File: config.mk
export PLATFORM = sky130hd
export DESIGN_NAME = console_io_bridge
export DESIGN_NICKNAME = d
export VERILOG_FILES = /design/src/rtl/console_io_bridge_pkg.sv /design/src/rtl/console_io_bridge_sync_fifo.sv /design/src/rtl/console_io_bridge.sv
export SDC_FILE = /design/constraint.sdc
export NUM_CORES = 1
export LEC_CHECK = 0
export BUFFER_PORTS_ARGS = -buffer_cell sky130_fd_sc_hd__buf_2
export CORE_MARGIN = 2
export CORE_UTILIZATION = 57
export DETAILED_ROUTE_END_ITERATION = 6
export GPL_TIMING_DRIVEN = 1
export PLACE_DENSITY = 0.75
export REMOVE_ABC_BUFFERS = 1
export SLEW_MARGIN = 0
export SYNTH_ARGS = -nofsm -noshare
export SYNTH_HDL_FRONTEND = slang
export SYNTH_HIERARCHICAL = 1
export SYNTH_SLANG_ARGS = --single-unit
File: constraint.sdc
create_clock -name CLK -period 6.5 [get_ports CLK]
set_input_delay 1.95 -clock CLK [delete_from_list [all_inputs] [get_ports CLK]]
set_output_delay 1.95 -clock CLK [all_outputs]
set_load 0.005 [all_outputs]
File: src/rtl/console_io_bridge_pkg.sv
// Shared definitions for the console bridge: RX capture FSM states and
// error-flag bit positions.
package console_io_bridge_pkg;

    typedef enum logic [1:0] {
        RX_IDLE     = 2'd0,
        RX_ACK      = 2'd1,
        RX_WAIT_LOW = 2'd2
    } rx_state_t;

    localparam int ERR_TX_OVF = 0;
    localparam int ERR_RX_UDF = 1;

endpackage

File: src/rtl/console_io_bridge_sync_fifo.sv
// Synchronous first-word fall-through FIFO with modulo-depth pointers and an
// explicit occupancy counter; a push while full is accepted only alongside a pop.
module sync_fifo #(
    parameter int WIDTH = 8,
    parameter int DEPTH = 16
) (
    input  logic                       CLK,
    input  logic                       RESET,
    input  logic                       push,
    input  logic [WIDTH-1:0]           push_data,
    input  logic                       pop,
    output logic [WIDTH-1:0]           head,
    output logic [$clog2(DEPTH):0]     count,
    output logic                       full,
    output logic                       empty
);

    localparam int AW = $clog2(DEPTH);
    localparam logic [AW:0] FULL_CNT = (AW+1)'(DEPTH);

    logic [WIDTH-1:0] mem [DEPTH];
    logic [AW-1:0]    wr_ptr;
    logic [AW-1:0]    rd_ptr;
    logic [AW:0]      count_q;
    logic             do_push;
    logic             do_pop;

    assign empty   = (count_q == '0);
    assign full    = (count_q == FULL_CNT);
    assign count   = count_q;
    assign do_pop  = pop && !empty;
    assign do_push = push && (!full || do_pop);
    // Head reads as zero when empty so the outputs are clean after reset.
    assign head    = empty ? '0 : mem[rd_ptr];

    always_ff @(posedge CLK or posedge RESET) begin
        if (RESET) begin
            wr_ptr  <= '0;
            rd_ptr  <= '0;
            count_q <= '0;
        end else begin
            if (do_push) wr_ptr <= wr_ptr + 1'b1;
            if (do_pop)  rd_ptr <= rd_ptr + 1'b1;
            case ({do_push, do_pop})
                2'b10:   count_q <= count_q + 1'b1;
                2'b01:   count_q <= count_q - 1'b1;
                default: count_q <= count_q;
            endcase
        end
    end

    always_ff @(posedge CLK) begin
        if (do_push) mem[wr_ptr] <= push_data;
    end

endmodule

File: src/rtl/console_io_bridge.sv
// Buffered console channel: TX/RX FIFOs between the core's console registers
// and the console pins, a 4-phase capture FSM for input and sticky error flags.
module console_io_bridge
    import console_io_bridge_pkg::*;
#(
    parameter int DATA_W    = 8,
    parameter int OUT_DEPTH = 16,
    parameter int IN_DEPTH  = 16
) (
    input  logic                         CLK,
    input  logic                         RESET,
    input  logic                         wr_en,
    input  logic [DATA_W-1:0]            wr_data,
    input  logic                         rd_en,
    output logic [DATA_W-1:0]            rd_data,
    output logic [$clog2(OUT_DEPTH):0]   out_count,
    output logic [$clog2(IN_DEPTH):0]    in_count,
    output logic                         out_full,
    output logic                         in_empty,
    output logic [1:0]                   err_flags,
    input  logic                         err_clr,
    output logic [DATA_W-1:0]            CONSOLE_OUT,
    output logic                         CONSOLE_OUT_valid,
    input  logic                         CONSOLE_OUT_ready,
    input  logic [DATA_W-1:0]            CONSOLE_IN,
    input  logic                         CONSOLE_IN_valid,
    output logic                         CONSOLE_IN_ack
);

    logic      tx_empty;
    logic      tx_pop;
    logic      rx_full;
    logic      rx_pop;
    logic      capture;
    logic [1:0] err_set;
    rx_state_t state_q;
    rx_state_t state_d;

    assign CONSOLE_OUT_valid = !tx_empty;
    assign tx_pop            = CONSOLE_OUT_valid && CONSOLE_OUT_ready;
    assign rx_pop            = rd_en && !in_empty;
    assign CONSOLE_IN_ack    = (state_q == RX_ACK);

    sync_fifo #(.WIDTH(DATA_W), .DEPTH(OUT_DEPTH)) u_tx_fifo (
        .CLK       (CLK),
        .RESET     (RESET),
        .push      (wr_en),
        .push_data (wr_data),
        .pop       (tx_pop),
        .head      (CONSOLE_OUT),
        .count     (out_count),
        .full      (out_full),
        .empty     (tx_empty)
    );

    sync_fifo #(.WIDTH(DATA_W), .DEPTH(IN_DEPTH)) u_rx_fifo (
        .CLK       (CLK),
        .RESET     (RESET),
        .push      (capture),
        .push_data (CONSOLE_IN),
        .pop       (rx_pop),
        .head      (rd_data),
        .count     (in_count),
        .full      (rx_full),
        .empty     (in_empty)
    );

    always_ff @(posedge CLK or posedge RESET) begin
        if (RESET) state_q <= RX_IDLE;
        else       state_q <= state_d;
    end

    // A held request is captured once; WAIT_LOW blocks re-capture until valid drops.
    always_comb begin
        state_d = state_q;
        capture = 1'b0;
        case (state_q)
            RX_IDLE: begin
                if (CONSOLE_IN_valid && (!rx_full || rx_pop)) begin
                    capture = 1'b1;
                    state_d = RX_ACK;
                end
            end
            RX_ACK:      state_d = RX_WAIT_LOW;
            RX_WAIT_LOW: if (!CONSOLE_IN_valid) state_d = RX_IDLE;
            default:     state_d = RX_IDLE;
        endcase
    end

    always_comb begin
        err_set             = 2'b00;
        err_set[ERR_TX_OVF] = wr_en && out_full && !tx_pop;
        err_set[ERR_RX_UDF] = rd_en && in_empty;
    end

    // A new error in the same cycle as err_clr wins over the clear.
    always_ff @(posedge CLK or posedge RESET) begin
        if (RESET) begin
            err_flags <= 2'b00;
        end else begin
            for (int i = 0; i < 2; i++) begin
                if (err_set[i])   err_flags[i] <= 1'b1;
                else if (err_clr) err_flags[i] <= 1'b0;
            end
        end
    end

endmodule

==> qor.yml <==
global_routing:
  grt_pass1_wl_um: 36800
  grt_use_total: 0.221
  grt_pass1_vias: 6373
  grt_max_degree: 28
  antenna_found_initial: 0
  grt_overflow: 0
worst_setup_path:
  reg2reg_from: "u_rx_fifo/count[0]$_DFFE_PP0P_"
  cp_max_fo: 19
  worstSetupStartpointType: "flop"
  required_ns: 4.55
  worst-r2r-setup-slack_ns: 2.81
  worstSetupPathType: "reg2out"
  crit_start: "u_tx_fifo/rd_ptr[0]$_DFFE_PP0N_"
  end_kind: "output pin"
  cp.arrival_ns: 2.98
pwr:
  report.power.total_w: 0.00604
  vdd_ir_drop_max_v: 0.000318
  powerDensity_nw_per_um2: 448
  p_leak_nw: 4.68
layout:
  fin_nets: 744
  final_layout_size_suffix_gt1_frac: 0.289
  finalInstanceArea_um2: 13500
  fillers: 1299
  area_growth_syn_to_layout_pct: 13.2
  regArea_um2: 8440
  multi_input_area_um2: 3180
  diodes: 0
clock_network:
  postCtsSetupBuffers: 0
  worstSkewPairLatency_ns: 0.53
  cts_resized: 0
  clkTransAtPathRegs_ns: 0.06
  clock_path_buffers: 3
  hold_buffers: 0
  clock_sinks: 286
  cts_buffers: 29
  cts_tree: "done"
  cts.htree.levels: 1
  cts_root_buf: "clkbuf_16"
synth:
  syn_area_um2: 11900
  synth_top_area_frac: 0.646
  synthArstFlopShare: 0.105
  ys_types: 44
  synth_cells: 634
  synth_top_flop_cell: "edfxtp_1"
  synth_most_common_cell: "edfxtp_1"
  synth_edf_count: 256
  yosys-top-cells-count: "edfxtp_1, mux4_2, dfrtp_1"
  synthTopCellsByArea: "edfxtp_1, mux4_2, dfrtp_1"
  syn_avg_cell_area_um2: 18.8
  yosysSeqAreaShare: 0.709
  synth_top_cell_by_area: "edfxtp_1"
  yosysWarnings: 6
  ys_seq_elements: 286
die:
  fp.coreArea_um2: 20400
  die_area_um2: 22000
  initial_utilization: 0.584
  rows: 52
  die_w_um: 148
  die_h_um: 148
  io_pins: 55
route:
  drt_pass1_iterations: 5
  routed_wl_um: 23700
  vias_per_cell: 6.12
  wl_per_cell_um: 23.8
  post-route-drc-count: 0
  ant_nets: 0
  num_vias: 6098
  drtIter0Drc: 569
run_status:
  status: "finished, final reports clean"
timing:
  tns_ns: 0
  final-hold-violation-count: 0
  fin_crit_ns: 4.93
  tightest_slew_ns: 0.828
  slew_headroom: 0.446
  period_share: 0.759
  rsz0062_at_grt: "no"
  fin_skew_ns: 0.0128
  timing.fmax_ghz: 0.203
  maxSlewViolCount: 0
  setup_viol: 0
hold_path:
  worstHoldPathType: "reg2reg"
  hold_start: "state_q[1]$_DFFE_PP0P_"
placement:
  dp_hpwl_um: 15100
  place_congestion: 0.885
  port_buffers: 54
  place_area_um2: 12400
job:
  maxCapViolCount: 0
metal layers:
layer,GRT usage,up-vias,wire length (µm)
li1,-,2661,-
met5,0,-,0
met3,0.0301,26,1270
met2,0.382,211,12400
met4,0.0433,0,281
met1,0.308,3200,9780
power breakdown:
group | total, W | internal [W] | leakage [nW] | switching [W]
logic | 0.00179 | 0.000915 | 1.51 | 0.000876
registers | 0.00250 | 0.00223 | 2.67 | 0.000272
clock network | 0.00174 | 0.00106 | 0.500 | 0.000682
cell usage in the layout (no fill, tap or decap), types with 3 or more instances in the layout:
| cell type | Yosys | layout |
|---|---|---|
| ha_1 | 16 | 16 |
| and3_1 | 8 | 8 |
| a21oi_1 | 20 | 20 |
| edfxtp_1 | 256 | 256 |
| nand2b_1 | 4 | 4 |
| bufinv_16 | 0 | 6 |
| buf_2 | 8 | 54 |
| mux4_2 | 64 | 64 |
| nor4_1 | 8 | 8 |
| mux2i_1 | 20 | 20 |
| nor2b_1 | 5 | 5 |
| a211oi_1 | 4 | 4 |
| and2_1 | 10 | 10 |
| clkinv_2 | 0 | 7 |
| clkinv_4 | 0 | 3 |
| a21o_1 | 4 | 4 |
| nor2_1 | 17 | 17 |
| nand3_1 | 8 | 8 |
| o21ai_1 | 18 | 18 |
| o21ai_0 | 6 | 6 |
| buf_4 | 4 | 14 |
| mux2_4 | 4 | 4 |
| nand3b_1 | 3 | 3 |
| nand2_1 | 8 | 8 |
| clkinv_1 | 0 | 3 |
| mux2_2 | 16 | 16 |
| dfrtp_1 | 30 | 28 |
| inv_1 | 27 | 27 |
| xnor2_1 | 16 | 16 |
| clkbuf_16 | 0 | 29 |
area by class of cell:
class                   count  area share
clock inverters            23      0.0214
repair buffers             68      0.0279
multi-input cells         289       0.236
well taps                 270      0.0251
flip-flops and latches    286       0.627
inverters                  29     0.00808
clock buffers              31      0.0544
flip-flops by register name, indices dropped and copies added, names as in the netlist:
register,count
u_rx_fifo/mem,128
u_tx_fifo/mem,128
u_rx_fifo/count,5
u_tx_fifo/count,5
u_rx_fifo/rd_ptr,4
u_rx_fifo/wr_ptr,4
u_tx_fifo/rd_ptr,4
u_tx_fifo/wr_ptr,4
err_flags,2
state_q,2
worst max-delay path, stage by stage, from the launching register on:
cell and delay (ns):
dfrtp_2 0.74, buf_4 0.45, mux4_2 0.54, mux2_2 0.27
o21ai_1 0.18, a21oi_1 0.08, buf_2 0.17
kinds of logic after synthesis:
| family | synth area share |
|---|---|
| fa+ha+maj | 0.0202 |
| flops | 0.709 |
| xor+xnor | 0.0133 |
| buf+inv | 0.0232 |
| simple gates | 0.0409 |
| compound gates | 0.0331 |
| mux | 0.160 |
worst paths after layout:
kind                                                         to  cells past startpoint
worst min-delay path                     state_q[1]$_DFFE_PP0P_                      1
max in group asynchronous       u_rx_fifo/rd_ptr[0]$_DFFE_PP0N_                      2
min in group asynchronous                state_q[0]$_DFFE_PP0P_                      2
worst max register to register   u_rx_fifo/count[4]$_DFFE_PP0P_                     12
worst max-delay path                             CONSOLE_OUT[2]                      6
worst min register to register           state_q[1]$_DFFE_PP0P_                      1
metrics by stage:
step           hold slack (ns)  setup slack, ns  cells   util
6_report                 0.520             1.57    996  0.661
4_1_cts                  0.525             1.48    996  0.661
5_1_grt                  0.554             1.34    996  0.661
3_3_place_gp             0.509             2.10    942  0.611
3_5_place_dp             0.510             2.04    942  0.611
2_1_floorplan            0.481             2.05    604      -
No activity file was read; power rests on OpenSTA's default activity.
